--- src/rtl/extbus_pkg.sv ---
// Shared types and helpers for the external bus controller: FSM state encoding,
// access-phase length bounds and the cartridge/SRAM chip-select decode.
package extbus_pkg;

    typedef enum logic [1:0] {
        ST_IDLE   = 2'd0,
        ST_ADDR   = 2'd1,
        ST_ACCESS = 2'd2,
        ST_DONE   = 2'd3
    } extbus_state_e;

    localparam int EXTBUS_WAIT_MIN = 1;
    localparam int EXTBUS_WAIT_MAX = 15;

    // 0x8000-0x9FFF and 0xC000-0xDFFF select the external SRAM (cs = 0).
    function automatic logic extbus_cs_decode(input logic [15:0] addr);
        return ~(addr[15] & ~addr[13]);
    endfunction

endpackage

--- src/rtl/extbus_arb_pick.sv ---
// Combinational grant selection between the core port (0) and loader port (1).
// EXTBUS_RR_EN selects round-robin; otherwise port 0 has fixed priority.
module extbus_arb_pick (
    input  logic req0,
    input  logic req1,
    input  logic last_port,
    output logic grant_valid,
    output logic grant_port
);

`ifdef EXTBUS_RR_EN
    always_comb begin
        grant_valid = req0 | req1;
        grant_port  = 1'b0;
        if (req0 && req1) begin
            grant_port = ~last_port;
        end else begin
            grant_port = req1;
        end
    end
`else
    logic unused_last_port;
    assign unused_last_port = last_port;

    always_comb begin
        grant_valid = req0 | req1;
        grant_port  = ~req0 & req1;
    end
`endif

endmodule

--- src/rtl/extbus_ctrl.sv ---
// External bus controller: arbitrates two requesters onto the shared cartridge/SRAM
// bus as ADDR -> ACCESS (WAIT_CYCLES) -> DONE. Optional macro: EXTBUS_RR_EN.
module extbus_ctrl
    import extbus_pkg::*;
#(
    parameter int WAIT_CYCLES = 2
) (
    input  logic        clk,
    input  logic        rst,
    input  logic        req0,
    input  logic        req1,
    input  logic [15:0] addr0,
    input  logic [15:0] addr1,
    input  logic [7:0]  wdata0,
    input  logic [7:0]  wdata1,
    input  logic        we0,
    input  logic        we1,
    output logic        ack0,
    output logic        ack1,
    output logic [7:0]  rdata,
    output logic [15:0] bus_a,
    output logic [7:0]  bus_dout,
    input  logic [7:0]  bus_din,
    output logic        bus_doe,
    output logic        bus_wr,
    output logic        bus_cale,
    output logic        bus_cs
);

    localparam logic [3:0] WAIT_LOAD = 4'(WAIT_CYCLES);

    extbus_state_e state_q, state_d;
    logic [3:0]    cnt_q, cnt_d;
    logic          we_q, we_d;
    logic          port_q, port_d;
    logic          last_q, last_d;

    logic [15:0]   bus_a_q, bus_a_d;
    logic [7:0]    bus_dout_q, bus_dout_d;
    logic          bus_doe_q, bus_doe_d;
    logic          bus_wr_q, bus_wr_d;
    logic          bus_cale_q, bus_cale_d;
    logic          bus_cs_q, bus_cs_d;
    logic          ack0_q, ack0_d;
    logic          ack1_q, ack1_d;
    logic [7:0]    rdata_q, rdata_d;

    logic          grant_valid;
    logic          grant_port;
    logic [15:0]   sel_addr;
    logic [7:0]    sel_wdata;
    logic          sel_we;

    extbus_arb_pick u_arb (
        .req0        (req0),
        .req1        (req1),
        .last_port   (last_q),
        .grant_valid (grant_valid),
        .grant_port  (grant_port)
    );

    assign sel_addr  = grant_port ? addr1  : addr0;
    assign sel_wdata = grant_port ? wdata1 : wdata0;
    assign sel_we    = grant_port ? we1    : we0;

    // Bus outputs are computed one cycle ahead so every pin comes straight off a flop.
    always_comb begin
        state_d    = state_q;
        cnt_d      = cnt_q;
        we_d       = we_q;
        port_d     = port_q;
        last_d     = last_q;
        bus_a_d    = bus_a_q;
        bus_dout_d = bus_dout_q;
        bus_doe_d  = bus_doe_q;
        bus_cs_d   = bus_cs_q;
        bus_wr_d   = 1'b0;
        bus_cale_d = 1'b0;
        ack0_d     = 1'b0;
        ack1_d     = 1'b0;
        rdata_d    = rdata_q;

        case (state_q)
            ST_IDLE: begin
                if (grant_valid) begin
                    state_d    = ST_ADDR;
                    port_d     = grant_port;
                    last_d     = grant_port;
                    we_d       = sel_we;
                    bus_a_d    = sel_addr;
                    bus_dout_d = sel_wdata;
                    bus_doe_d  = sel_we;
                    bus_cs_d   = extbus_cs_decode(sel_addr);
                    bus_cale_d = 1'b1;
                end
            end
            ST_ADDR: begin
                state_d  = ST_ACCESS;
                cnt_d    = WAIT_LOAD;
                bus_wr_d = we_q;
            end
            ST_ACCESS: begin
                if (cnt_q == 4'd1) begin
                    state_d   = ST_DONE;
                    cnt_d     = 4'd0;
                    bus_doe_d = 1'b0;
                    ack0_d    = ~port_q;
                    ack1_d    = port_q;
                    if (!we_q) begin
                        rdata_d = bus_din;
                    end
                end else begin
                    cnt_d    = cnt_q - 4'd1;
                    bus_wr_d = we_q;
                end
            end
            ST_DONE: begin
                state_d = ST_IDLE;
            end
            default: begin
                state_d = ST_IDLE;
            end
        endcase
    end

    // Reset aborts any access in flight without acknowledging it.
    always_ff @(posedge clk) begin
        if (rst) begin
            state_q    <= ST_IDLE;
            cnt_q      <= 4'd0;
            we_q       <= 1'b0;
            port_q     <= 1'b0;
            last_q     <= 1'b1;
            bus_a_q    <= 16'h0000;
            bus_dout_q <= 8'h00;
            bus_doe_q  <= 1'b0;
            bus_wr_q   <= 1'b0;
            bus_cale_q <= 1'b0;
            bus_cs_q   <= 1'b0;
            ack0_q     <= 1'b0;
            ack1_q     <= 1'b0;
            rdata_q    <= 8'h00;
        end else begin
            state_q    <= state_d;
            cnt_q      <= cnt_d;
            we_q       <= we_d;
            port_q     <= port_d;
            last_q     <= last_d;
            bus_a_q    <= bus_a_d;
            bus_dout_q <= bus_dout_d;
            bus_doe_q  <= bus_doe_d;
            bus_wr_q   <= bus_wr_d;
            bus_cale_q <= bus_cale_d;
            bus_cs_q   <= bus_cs_d;
            ack0_q     <= ack0_d;
            ack1_q     <= ack1_d;
            rdata_q    <= rdata_d;
        end
    end

    assign ack0     = ack0_q;
    assign ack1     = ack1_q;
    assign rdata    = rdata_q;
    assign bus_a    = bus_a_q;
    assign bus_dout = bus_dout_q;
    assign bus_doe  = bus_doe_q;
    assign bus_wr   = bus_wr_q;
    assign bus_cale = bus_cale_q;
    assign bus_cs   = bus_cs_q;

endmodule
--- config.mk ---
export PLATFORM = sky130hd
export DESIGN_NAME = extbus_ctrl
export DESIGN_NICKNAME = d
export VERILOG_FILES = /design/src/rtl/extbus_pkg.sv /design/src/rtl/extbus_arb_pick.sv /design/src/rtl/extbus_ctrl.sv
export SDC_FILE = /design/constraint.sdc
export NUM_CORES = 1
export LEC_CHECK = 0
export CAP_MARGIN = 20
export CORE_MARGIN = 5
export CORE_UTILIZATION = 42
export CTS_BUF_LIST = sky130_fd_sc_hd__clkbuf_2
export CTS_CLUSTER_SIZE = 12
export DETAILED_ROUTE_END_ITERATION = 10
export PLACE_DENSITY = 0.82
export RECOVER_POWER = 25
export SLEW_MARGIN = 20
export SYNTH_ARGS = -nofsm -noshare
export SYNTH_HDL_FRONTEND = slang
export SYNTH_SLANG_ARGS = --single-unit
--- constraint.sdc ---
create_clock -name clk -period 2.4 [get_ports clk]
set_clock_uncertainty 0.2 [all_clocks]
set_input_delay 0.48 -clock clk [delete_from_list [all_inputs] [get_ports clk]]
set_output_delay 0.48 -clock clk [all_outputs]
set_load 0.02 [all_outputs]
==> results.md <==
- Status: finished clean
- CP top delay family: buffers and inverters
- Worst-margin pin slew: 0.8918 ns
- Mapped Cells: 221
- Total grt overflow: 0
- Share of cells above drive strength 1: 0.04430
- Worst min path class: flop to flop
- CTS clk-pin slew, worst paths: 0.22 ns
- DR vias/cell: 4.987
- Ys async rst share: 0
- CTS root buffer: clkbuf_2
- Startpoint type of the worst setup path: flop
- Via count: 1910
- Syn Nets: between 200 and 300
- Crit path max-delay cell type: clkdlybuf4s50_1
- Leakage dissipation: between 1 and 1.5 nW
- R2R depth: 6
- # diodes: 0
- Final Setup Violations: 0
- Drt pass-1 iters: 4
- Remaining antenna violation count: 0
- Worst Hold End: rdata[3]
- GRT Total Usage: 0.1702
- Post_cts resized: 0
- Io pins: 100
- Critical path type: flop to primary output
- WP data arrival: between 1 and 1.5 ns
- WL final: 5.364 mm
- Most common cell in the synthesized netlist: dfxtp_1
- Die X: 80.32 um
- Reg2reg end: rdata[0]
- Die footprint: 6451 um^2
- Total CTS buffers: 5
- Crit share post-route: 0.8731
- Number of hold buffers added after CTS: 0
- YS warnings: 0
- Nets: 383
- Dpl ws: 0.1516 ns
- RSZ-0062 raised after global routing: no
- Buf+Inv Stages, Crit Path: 1
- Number of global-route vias before repair: 1833
- First-pass GRT wire length: 8.487 mm
- Initial DRC count: 71
- Post-synth EDFFs: 0
- Antenna violations before repair: 0
- Worst path required time: between 1.5 and 2 ns
- Drt wl/cell: 14.01 um
- Sequential area share after synthesis: 0.4434
- Post-synth top area cell: dfxtp_1
- Commonest register cell after synthesis: dfxtp_1
- DRC errors left: 0
- Peak supply drop: approximately 0.00034 V
- Clk sink count: 46
- Placed Area: 3100 um^2
- Setup TNS: 0 ns
- Final Max Tran Viols: 0
- Pwr Density: roughly 890 nW/um^2
- Number of H-tree levels: 2
- Worst skew pair latency: 0.42 ns
- Pin count of the biggest net entering global routing: 32
- Synth-to-layout area growth: 49.40%
- Crit-path cells: clkdlybuf4s50_1
- Synth top area share: 0.4434
- Starting Density: 0.4368
- Worst reg2reg setup slack: 0.34 ns
- Worst hold stages: 2
- Min Clock Period, post-route: approximately 2.1 ns
- CP Capture Type: primary output
- HPWL after DPL: 4.123 mm
- IO Port Bufs: 99
- F_max: approximately 480 MHz
- Syn Std Cell Area: between 2000 and 2500 um^2
- GPL Wtd Cong: approximately 0.73
- Core Box Area: 4755 um^2
- Post-synth top cells: 46 x dfxtp_1, 33 x nor2_1, 27 x a211oi_1, 25 x mux2i_1, 18 x nand2_1
- Reg2Reg Launch Point: state_q[0]
- Crit-path max cell delay: 0.62 ns
- # Post-CTS Setup Buffers: 0
- Slew HR: 0.4009
- Final setup margin: 0.3045 ns
- Num rows: 25
- Mean area per synthesized cell: 9.398 um^2
- Core Util, Final: 0.6526
- Total of max-cap violations: 0
- Flops & latches, synth: 46
- Yosys cell types: 36
- Max clock buf depth: 2
- Top post-synthesis cells by area: dfxtp_1 44%, mux2i_1 12%, a211oi_1 9.8%
- Die Ht: 80.32 um
- Min-delay src: rdata[3]
- Hold Vio Cnt, Final: 0
- CTS tree: built
- CP Max Fanout: 2
- Final instance area: between 3000 and 4000 um^2
==> worst reg2reg max path: cells and delay by family (launching register included) <==
kind	cells	cell delay [ns]
compound gates	1	0.14
fa+ha+maj	1	0.17
buf+inv	1	0.11
flops	1	0.38
simple gates	3	1.00
==> metal layers <==
layer | track usage | part of all wire
met1 | 0.1984 | 0.41
met2 | 0.2682 | 0.46
met3 | 0.07063 | 0.094
met4 | 0.08277 | 0.028
met5 | 0 | 0
==> state kept, by name, indices dropped and copies added (netlist names), 2 cells and up <==
name,flops
cnt_q,4
rdata,8
bus_dout,8
bus_a,16
state_q,2
==> how the worst max path moves through the flow <==
stage	start	to	cells after the start
6_report	bus_a[13]	bus_a[13]	1
5_1_grt	state_q[0]	rdata[0]	6
4_1_cts	bus_cs	bus_cs	1
3_5_place_dp	req0	bus_dout[6]	5
3_3_place_gp	req0	bus_a[1]	5
2_1_floorplan	state_q[0]	rdata[0]	8
==> metrics by stage <==
stage | hold slack, ns | total power, mW | cells
global route | 0.2816 | 2.979 | 383
global placement | 0.2406 | 2.502 | 375
detailed placement | 0.2453 | 2.544 | 375
finish | 0.2695 | 2.772 | 383
CTS | 0.2697 | 2.845 | 383
floorplan | 0.2154 | 1.947 | 221
==> placed cells by master (no fill, tap or decap), drive strengths merged <==
cell type	synthesis	final
or3	2	2
ha	6	6
a21o	2	2
a22oi	1	1
nor2	34	34
nand2b	2	2
nand2	18	18
nor3	4	4
a32oi	2	2
nand3	1	1
clkdlybuf4s50	0	98
nor4b	1	1
clkbuf	6	5
a21oi	11	11
buf	12	7
o22ai	1	1
nand3b	2	2
inv	6	6
and2	1	1
a211oi	28	28
dfxtp	46	46
mux2i	25	25
nor4	2	2
or3b	2	2
clkinv	0	3
a311oi	1	1
o31ai	1	1
nor2b	1	1
o21ai	3	3
==> kinds of logic (layout without fill, tap and decap cells) <==
kind of cell,count (synthesis),in the layout,synth area share
mux,25,25,0.1205
buf+inv,24,119,0.07048
fa+ha+maj,6,6,0.03614
simple gates,70,70,0.1548
compound gates,50,50,0.1747
flops,46,46,0.4434
==> power by group <==
group          internal (mW)  total, mW  switching [mW]
clock network         0.0623      0.304           0.241
registers              0.960       1.07           0.115
logic                  0.656       1.39           0.737
==> cell type report <==
class	count	area, um^2
multi-input combinational	151	983.4
clock buffer	5	25.02
inverter	6	22.52
tap	67	83.83
sequential	46	920.9
fill	423	1652
clock inverter	3	11.26
timing repair buffer	105	1056
Power figures use the tool's default switching activity.
